--- config.mk ---
export PLATFORM = sky130hd
export DESIGN_NAME = cfg_bus_bridge
export DESIGN_NICKNAME = d
export VERILOG_FILES = /design/src/rtl/cfg_bridge_pkg.sv /design/src/rtl/cfg_bridge_timer.sv /design/src/rtl/cfg_bus_bridge.sv
export SDC_FILE = /design/constraint.sdc
export NUM_CORES = 1
export LEC_CHECK = 0
export BUFFER_PORTS_ARGS = -buffer_cell sky130_fd_sc_hd__buf_4
export CORE_MARGIN = 5
export CORE_UTILIZATION = 48
export CTS_CLUSTER_DIAMETER = 200
export CTS_CLUSTER_SIZE = 20
export DETAILED_ROUTE_END_ITERATION = 8
export GPL_ROUTABILITY_DRIVEN = 0
export GPL_TIMING_DRIVEN = 0
export HOLD_SLACK_MARGIN = 0.03
export PLACE_DENSITY_LB_ADDON = 0.25
export SLEW_MARGIN = 20
export SYNTH_ARGS = -nofsm -noshare
export SYNTH_HDL_FRONTEND = slang
export SYNTH_SLANG_ARGS = --single-unit
--- constraint.sdc ---
create_clock -name clk_i -period 2.5 [get_ports clk_i]
set_clock_uncertainty 0.15 [all_clocks]
set_input_delay 0.375 -clock clk_i [delete_from_list [all_inputs] [get_ports clk_i]]
set_output_delay 0.375 -clock clk_i [all_outputs]
set_load 0.01 [all_outputs]
--- src/rtl/cfg_bridge_pkg.sv ---
// cfg_bridge_pkg
// Shared definitions for the configuration bus bridge: the FSM state
// encoding, the default timeout and a helper that sizes the timeout counter.
package cfg_bridge_pkg;

  // Bridge FSM states; IDLE must stay at encoding 0 so reset lands there.
  typedef enum logic [1:0] {
    ST_IDLE  = 2'd0,
    ST_ISSUE = 2'd1,
    ST_WAIT  = 2'd2,
    ST_RESP  = 2'd3
  } bridge_state_t;

  localparam int DEFAULT_TIMEOUT = 255;

  // Bits needed to hold values 0..max_val, i.e. ceil(log2(max_val+1)).
  function automatic int cnt_width(input int max_val);
    return (max_val < 2) ? 1 : $clog2(max_val + 1);
  endfunction

endpackage

--- src/rtl/cfg_bridge_timer.sv ---
// cfg_bridge_timer
// Saturating transaction timeout counter.
// Ports:
//   clk_i, rst_i : clock and synchronous active-high reset
//   clr          : restart the count from 0 (transaction accepted)
//   en           : count this cycle (bridge is in ISSUE or WAIT)
//   hit          : the count reaches TIMEOUT at the end of this cycle
module cfg_bridge_timer
  import cfg_bridge_pkg::*;
#(
  parameter int TIMEOUT = DEFAULT_TIMEOUT
) (
  input  logic clk_i,
  input  logic rst_i,
  input  logic clr,
  input  logic en,
  output logic hit
);

  localparam int CW = cnt_width(TIMEOUT);

  logic [CW-1:0] cnt_q;

  // Count enabled cycles, stopping at TIMEOUT so the value never wraps.
  always_ff @(posedge clk_i) begin
    if (rst_i || clr) begin
      cnt_q <= '0;
    end else if (en && (cnt_q != CW'(TIMEOUT))) begin
      cnt_q <= cnt_q + 1'b1;
    end
  end

  // Flagged on the enabled cycle whose increment brings the count to TIMEOUT,
  // so a transaction gets exactly TIMEOUT cycles in ISSUE/WAIT.
  assign hit = en && (cnt_q == CW'(TIMEOUT - 1));

endmodule

--- src/rtl/cfg_bus_bridge.sv ---
// cfg_bus_bridge
// Bridges single-cycle system bus requests onto a clock-crossing handshake
// toward the register domain, with a timeout and stale-ack recovery.
// Ports:
//   clk_i, rst_i                : clock and synchronous active-high reset
//   sys_addr_i/wdata_i          : request address / write data
//   sys_wen_i/sys_ren_i         : single-cycle write / read request
//   sys_rdata_o/err_o/ack_o     : single-cycle completion with data / error
//   ctrl_addr_o/ctrl_wdata_o    : held address / data toward the handshake
//   ctrl_we_o/ctrl_re_o         : single-cycle triggers to the handshake
//   ctrl_ack_i/ctrl_rdata_i     : handshake completion and read data
//   busy_o                      : bridge is not idle
module cfg_bus_bridge
  import cfg_bridge_pkg::*;
#(
  parameter int AW      = 20,
  parameter int DW      = 32,
  parameter int TIMEOUT = DEFAULT_TIMEOUT
) (
  input  logic          clk_i,
  input  logic          rst_i,
  input  logic [AW-1:0] sys_addr_i,
  input  logic [DW-1:0] sys_wdata_i,
  input  logic          sys_wen_i,
  input  logic          sys_ren_i,
  output logic [DW-1:0] sys_rdata_o,
  output logic          sys_err_o,
  output logic          sys_ack_o,
  output logic [AW-1:0] ctrl_addr_o,
  output logic [DW-1:0] ctrl_wdata_o,
  output logic          ctrl_we_o,
  output logic          ctrl_re_o,
  input  logic          ctrl_ack_i,
  input  logic [DW-1:0] ctrl_rdata_i,
  output logic          busy_o
);

  bridge_state_t state_q;
  logic          is_write_q;
  logic          stale_q;
  logic          timer_clr;
  logic          timer_en;
  logic          timer_hit;
  logic          accept;

  assign accept    = (state_q == ST_IDLE) && (sys_wen_i || sys_ren_i);
  assign timer_clr = accept;
  assign timer_en  = (state_q == ST_ISSUE) || (state_q == ST_WAIT);
  assign busy_o    = (state_q != ST_IDLE);

  cfg_bridge_timer #(
    .TIMEOUT(TIMEOUT)
  ) u_timer (
    .clk_i(clk_i),
    .rst_i(rst_i),
    .clr  (timer_clr),
    .en   (timer_en),
    .hit  (timer_hit)
  );

  // Bridge FSM. Triggers are registered: they are raised on the edge that
  // makes ISSUE active with stale_q clear, so a trigger is high exactly in
  // the single ISSUE cycle that hands the request to the handshake.
  always_ff @(posedge clk_i) begin
    if (rst_i) begin
      state_q      <= ST_IDLE;
      is_write_q   <= 1'b0;
      stale_q      <= 1'b0;
      ctrl_addr_o  <= '0;
      ctrl_wdata_o <= '0;
      ctrl_we_o    <= 1'b0;
      ctrl_re_o    <= 1'b0;
      sys_ack_o    <= 1'b0;
      sys_err_o    <= 1'b0;
      sys_rdata_o  <= '0;
    end else begin
      ctrl_we_o   <= 1'b0;
      ctrl_re_o   <= 1'b0;
      sys_ack_o   <= 1'b0;
      sys_err_o   <= 1'b0;
      sys_rdata_o <= '0;

      // An ack owed to a timed-out transaction only frees the handshake.
      if (stale_q && ctrl_ack_i) begin
        stale_q <= 1'b0;
      end

      case (state_q)
        ST_IDLE: begin
          if (accept) begin
            ctrl_addr_o  <= sys_addr_i;
            ctrl_wdata_o <= sys_wdata_i;
            is_write_q   <= sys_wen_i;
            if (!stale_q || ctrl_ack_i) begin
              ctrl_we_o <= sys_wen_i;
              ctrl_re_o <= !sys_wen_i;
            end
            state_q <= ST_ISSUE;
          end
        end

        ST_ISSUE: begin
          if (timer_hit) begin
            // If the trigger went out this cycle the handshake is now busy
            // with an answer nobody will wait for.
            if (!stale_q) begin
              stale_q <= 1'b1;
            end
            sys_ack_o <= 1'b1;
            sys_err_o <= 1'b1;
            state_q   <= ST_RESP;
          end else if (!stale_q) begin
            state_q <= ST_WAIT;
          end else if (ctrl_ack_i) begin
            ctrl_we_o <= is_write_q;
            ctrl_re_o <= !is_write_q;
          end
        end

        ST_WAIT: begin
          // Ack beats a timeout landing in the same cycle.
          if (ctrl_ack_i) begin
            sys_ack_o   <= 1'b1;
            sys_rdata_o <= is_write_q ? '0 : ctrl_rdata_i;
            state_q     <= ST_RESP;
          end else if (timer_hit) begin
            stale_q   <= 1'b1;
            sys_ack_o <= 1'b1;
            sys_err_o <= 1'b1;
            state_q   <= ST_RESP;
          end
        end

        ST_RESP: begin
          state_q <= ST_IDLE;
        end

        default: begin
          state_q <= ST_IDLE;
        end
      endcase
    end
  end

endmodule

==> summary.txt, run 1 <==
Synth
  – Seq cells post-synth: 100
  – Syn_nets: 489
  – Synth Flop Type: dfxtp_1
  – Synth Instances: 395
  – Top cell type's share of synthesized area: 0.567
  – Synth Area in Adders: 0.0177
  – Distinct cells, synth: 42
  – Synth Cell Area: 3530 um2
  – XOR/XNOR share of the synthesized area: 0.00744
  – Avg Cell Area, Syn: 8.95 um2
  – Register area share after synthesis: 0.567
  – Synth area leader: dfxtp_1
  – Synth warn: 0
  – Largest family of logic cells by synthesized area: simple AND/OR/NAND/NOR gates
  – Synth top area cells: dfxtp_1 57%, nand2_1 12%, a21oi_1 8.4%, and2_1 6.2%, ha_1 1.8%
  – Post-synth EDFFs: 0
  – Mux cell area share after synthesis: 0.00283
  – Post-synth ARST share: 0
  – Compound-cell area share of the yosys netlist: 0.131
  – Synth Area in Simple Gates: 0.239

Global route
  – Largest net degree at the start of global routing: 19
  – Grt ovf: 0
  – First-pass GRT wire length: 14.3 mm
  – Number of global-route vias before repair: 3089
  – Initial antenna violation count: 0
  – GRT Overall Usage: 0.200

Setup path
  – Critical path startpoint category: flop
  – Worst Path Class, Setup: reg -> out
  – Critical path capture point type: output port
  – Worst EP required: 1980 ps
  – Worst reg-to-reg setup slack: 550 ps
  – Crit path arrival time: 1440 ps
  – Crit path max fanout: 8

Clock tree
  – Clk slew on worst S/H paths: 100 ps
  – Clk sinks: 100
  – CTS tree: built
  – CTS H-Tree Depth: 3
  – CTS max path bufs: 2
  – Cts bufs inserted: 9
  – Total setup buffers inserted after CTS: 0
  – Worst-Skew Late Latency: 370 ps
  – Root Driver: clkbuf_8

Cells and area
  – Nets: 677
  – Layout cells sized above 1: 0.354
  – # fillers: 572
  – Synthesis-to-layout area growth: 47.0%
  – Final instance count without filler cells: 687
  – Inserted Diodes: 0

Detailed routing
  – TritonRoute pass-1 iters: 4
  – 1st-iter DRT viols: 113
  – Post-route ant nets: 0
  – Drt wl/cell: 13.8 um
  – Drt total wl: 9.46 mm
  – Vias/cell: 4.78
  – Number of remaining DRC errors: 0
  – Total number of vias: 3285

STA
  – Final setup TNS: 0 ps
  – RSZ-0062 raised after global routing: no
  – Setup-failing EPs final: 0
  – Tmin final: 1970 ps
  – Fin crit share: 0.787
  – Achievable clock frequency: 508 MHz
  – Hold Fails Final Rpt: 0
  – Worst slew pin tran: 533 ps
  – Final Max Tran Viols: 0
  – Slew HR: 0.642

Place
  – Port Buffers: 176
  – Placed insts: 670
  – DP Wirelength: 7.40 mm

Pwr
  – Net Sw Frac: 0.366
  – Worst VDD drop: 517 uV
  – PD cells: 978 nW/um2
  – Combinational group share of total power: 0.383
  – P_sw: 1.86 mW
  – Total power: 5.08 mW
  – Reg power frac: 0.410
  – Internal: 3.22 mW
  – Clock share of power: 0.207
  – Leak Pwr: 2.37 nW

Floorplan
  – Initial core utilization: 0.490
  – Chip Width: 95.8 um
  – I/O Pins: 178
  – Die Ht: 95.8 um
  – Die area: 9180 um2
  – Cell Rows: 31
  – CORE AREA: 7210 um2

Hold path
  – Worst Hold Class: in -> reg

Outcome
  – Status: complete, no violations

Flow run
  – Maximum capacitance violations: 0
-- flip-flops by register name, summed over array words and instances (netlist names) --
| register | cells |
|---|---|
| ctrl_wdata_o | 32 |
| sys_rdata_o | 32 |
| ctrl_addr_o | 20 |
| u_timer.cnt_q | 8 |
| state_q | 2 |
| ctrl_re_o | 1 |
| ctrl_we_o | 1 |
| is_write_q | 1 |
| stale_q | 1 |
| sys_ack_o | 1 |
| sys_err_o | 1 |
-- power groups by stage --
stage          logic (mW)  registers (mW)  clock network, mW
2_1_floorplan       0.984            2.22                  0
3_3_place_gp         1.88            2.10                  0
3_5_place_dp         1.93            2.12                  0
4_1_cts              1.96            2.08               1.08
5_1_grt              2.17            2.12               1.15
6_report             1.94            2.08               1.05
-- kinds of logic (layout without fill, tap and decap cells) --
group / Yosys count / count (layout)
compound gates: 77 / 77
xor+xnor: 3 / 3
fa+ha+maj: 5 / 5
buf+inv: 29 / 222
flops: 100 / 100
mux: 1 / 1
simple gates: 180 / 180
-- Yosys cell counts (2+ instances only) --
| cell | instances |
|---|---|
| a211oi_1 | 4 |
| a21oi_1 | 59 |
| a31oi_1 | 2 |
| and2_1 | 35 |
| buf_2 | 7 |
| clkbuf_1 | 14 |
| dfxtp_1 | 100 |
| ha_1 | 5 |
| inv_1 | 6 |
| nand2_1 | 109 |
| nand2b_1 | 5 |
| nand3_1 | 3 |
| nand4_1 | 2 |
| nor2_1 | 12 |
| nor3_1 | 2 |
| o41ai_1 | 2 |
| xnor2_1 | 3 |
-- what timing repair did --
| action | CTS | global route |
|---|---|---|
| resized for setup | 0 | 0 |
| hold buffers | 0 | 1 |
| hold endpoints to repair | 0 | 1 |
-- cells in the final DEF, fill, tap and decap left out, types with 5 or more instances in the layout --
cell	count
nand2_1	109
a21oi_1	59
nor2_1	12
dfxtp_1	100
buf_4	176
inv_1	6
clkbuf_1	14
nand2b_1	5
buf_2	7
ha_1	5
clkbuf_8	9
and2_1	35
-- through the flow --
| step | setup WS, ps | area, um2 | util | hold slack (ps) |
|---|---|---|---|---|
| finish | 533 | 5190 | 0.720 | 48.4 |
| global route | 406 | 5190 | 0.720 | 30.5 |
| CTS | 535 | 5180 | 0.718 | 38.1 |
| detailed placement | 596 | 4980 | 0.690 | 298 |
| global placement | 643 | 4980 | 0.690 | 292 |
| floorplan | 749 | 3530 | - | 310 |
-- metal layers --
metal / GRT usage / routed length [um] / part of all wire / up-vias
met4: 0.0498 / 105 / 0.011 / 0
met1: 0.231 / 3730 / 0.39 / 1479
met2: 0.349 / 4680 / 0.49 / 130
li1: - / - / - / 1666
met5: 0 / 0 / 0 / -
met3: 0.0766 / 939 / 0.099 / 10
-- final timing paths --
| check | from | to | depth (start not counted) |
|---|---|---|---|
| worst min-delay path | ctrl_rdata_i[15] | sys_rdata_o[15] | 2 |
| worst min register to register | ctrl_wdata_o[19] | ctrl_wdata_o[19] | 2 |
| worst max-delay path | state_q[0] | busy_o | 5 |
| worst max register to register | state_q[0] | u_timer.cnt_q[7] | 5 |
-- worst max-delay path: stages, from the launching register on --
cell,delay [ps]
dfxtp_1,400
inv_1,80
ha_1,200
buf_2,170
inv_1,100
buf_4,130
-- final cells by class --
cell class | instances | area, um2 | share of cell area
Timing Repair Buffer | 177 | 1330 | 0.256
Clock buffer | 9 | 124 | 0.0239
Buffer | 23 | 103 | 0.0198
Sequential cell | 100 | 2000 | 0.386
Tap cell | 99 | 124 | 0.0239
Inverter | 6 | 22.5 | 0.00434
Clock inverter | 7 | 80.1 | 0.0154
Multi-Input combinational cell | 266 | 1410 | 0.271
Power figures use the tool's default switching activity.
==> inputs of run 2 (changes only) <==
- CORE_UTILIZATION: 48 -> 41
- clock period: 2.5 -> 1.7 ns (I/O delays scaled with it)
==> run 2 against run 1 <==
  * Cell count increased by 14%
  * Die area grew 15%
  * Core utilization up 2.3 points
  * Global-route usage grew 1.3 points
  * Critical path depth up 1
  * Sequential power rose by 47%
  * Clock power grew 49%
==> summary.txt, run 2 (synthesis results as in run 1) <==
Detailed routing
  – 1st-iter DRT viols: 97
  – Drt total wl: 11.3 mm
  – Post-route ant nets: 0
  – Vias/cell: 4.74
  – TritonRoute pass-1 iters: 4
  – Total number of vias: 3705
  – Drt wl/cell: 14.4 um
  – Number of remaining DRC errors: 0

STA
  – Final setup TNS: 0 ps
  – Fin crit share: 0.990
  – Worst slew pin tran: 433 ps
  – RSZ-0062 raised after global routing: yes
  – Slew HR: 0.712
  – Final Max Tran Viols: 0
  – Achievable clock frequency: 594 MHz
  – Tmin final: 1680 ps
  – Hold Fails Final Rpt: 0
  – Setup-failing EPs final: 0

Global route
  – GRT Overall Usage: 0.213
  – First-pass GRT wire length: 17.8 mm
  – Grt ovf: 0
  – Number of global-route vias before repair: 3794
  – Largest net degree at the start of global routing: 18
  – Initial antenna violation count: 0

Setup path
  – Critical path capture point type: flop
  – Worst Path Class, Setup: reg -> reg
  – Crit path max fanout: 4
  – Worst reg-to-reg setup slack: 20 ps
  – Critical path startpoint category: flop
  – Crit path arrival time: 1810 ps
  – Worst EP required: 1830 ps

Floorplan
  – Die Ht: 103 um
  – I/O Pins: 178
  – Initial core utilization: 0.426
  – Chip Width: 103 um
  – CORE AREA: 8300 um2
  – Die area: 10600 um2
  – Cell Rows: 33

Cells and area
  – Nets: 765
  – Inserted Diodes: 0
  – Layout cells sized above 1: 0.345
  – Most common cell after layout, fill and taps aside: buf_4
  – Synthesis-to-layout area growth: 74.4%
  – Top flop regs: ctrl_wdata_o (32), sys_rdata_o (32), ctrl_addr_o (20)
  – Highest-count cells in the layout ignoring fill and taps: 185 x buf_4, 109 x nand2_1, 98 x dfxtp_1, 84 x dlygate4sd3_1, 58 x a21oi_1
  – Fin util: 0.743

Clock tree
  – Clk sinks: 100
  – CTS H-Tree Depth: 3
  – Clk slew on worst S/H paths: 90 ps
  – Worst-Skew Late Latency: 340 ps
  – Cts bufs inserted: 9
  – CTS tree: built
  – CTS max path bufs: 2
  – Root Driver: clkbuf_8

Pwr
  – Worst VDD drop: 715 uV
  – PD cells: 1300 nW/um2
  – Leak Pwr: 2.79 nW

Place
  – Port Buffers: 176
  – DP Wirelength: 7.41 mm

Flow run
  – Maximum capacitance violations: 0

Outcome
  – Status: complete, no violations

Hold path
  – Worst Hold Class: in -> reg
[run 2: cell count changes in the layout (fill, tap and decap cells not counted), moves of 2 or more]
cell and delta:
clkbuf_2 +8, dlygate4sd3_1 +83, buf_4 +9, clkbuf_4 +2, clkbuf_1 -8, buf_2 -6
dfxtp_1 -2, dfxtp_2 +2
[run 2: layout make-up]
cell class              instances  area, um2
repair buffers                266       2210
multi-input cells             266       1470
clock buffers                  10        138
plain buffers                  22        120
inverters                       6       22.5
fillers                       563       2140
clock inverters                 6       71.3
flip-flops and latches        100       2000
well taps                     105        131
[run 2: final timing paths]
kind,start,to,depth (start not counted)
setup / recovery,state_q[1],ctrl_re_o,6
hold reg to reg,ctrl_addr_o[16],ctrl_addr_o[16],2
setup reg to reg,state_q[1],ctrl_re_o,6
hold / removal,sys_wen_i,is_write_q,3
[run 2: timing repair]
item                                   in CTS  in global routing
endpoints found under the hold margin      84                  0
buffers inserted                            4                  2
setup endpoints to repair                  90                 52
hold buffers                               84                  0
resized for setup                          10                 23
pin swaps                                   1                  3
[run 2: critical path, stage by stage (launching register included)]
cell	delay, ps
dfxtp_2	350
inv_1	70
ha_4	260
and3_4	160
and3_4	200
o31a_1	290
nor3_2	140
[run 2: power breakdown]
group          leakage (nW)  internal (mW)  switching, mW
Sequential            0.818           2.80          0.249
Combinational          1.87           1.63           1.78
Clock                 0.105          0.737          0.823
Total                  2.79           5.17           2.85
[run 2: per-layer routing]
layer | track usage | up-vias | part of all wire
met5 | 0 | - | 0
met4 | 0.0508 | 0 | 0.012
met3 | 0.0724 | 12 | 0.097
met2 | 0.395 | 139 | 0.51
met1 | 0.233 | 1711 | 0.38
li1 | - | 1843 | -
[run 2: per-stage QoR]
stage          hold WS (ps)  cell area [um2]  std cells  power (mW)  worst slack, ps
2_1_floorplan           227             3550        395        4.75             14.0
3_3_place_gp            293             5000        676        5.93             -152
3_5_place_dp            298             5000        676        6.01             -167
4_1_cts                45.7             6100        779        7.89             18.2
5_1_grt                50.9             6160        781        8.55            -42.2
6_report               59.0             6160        781        8.02             17.1
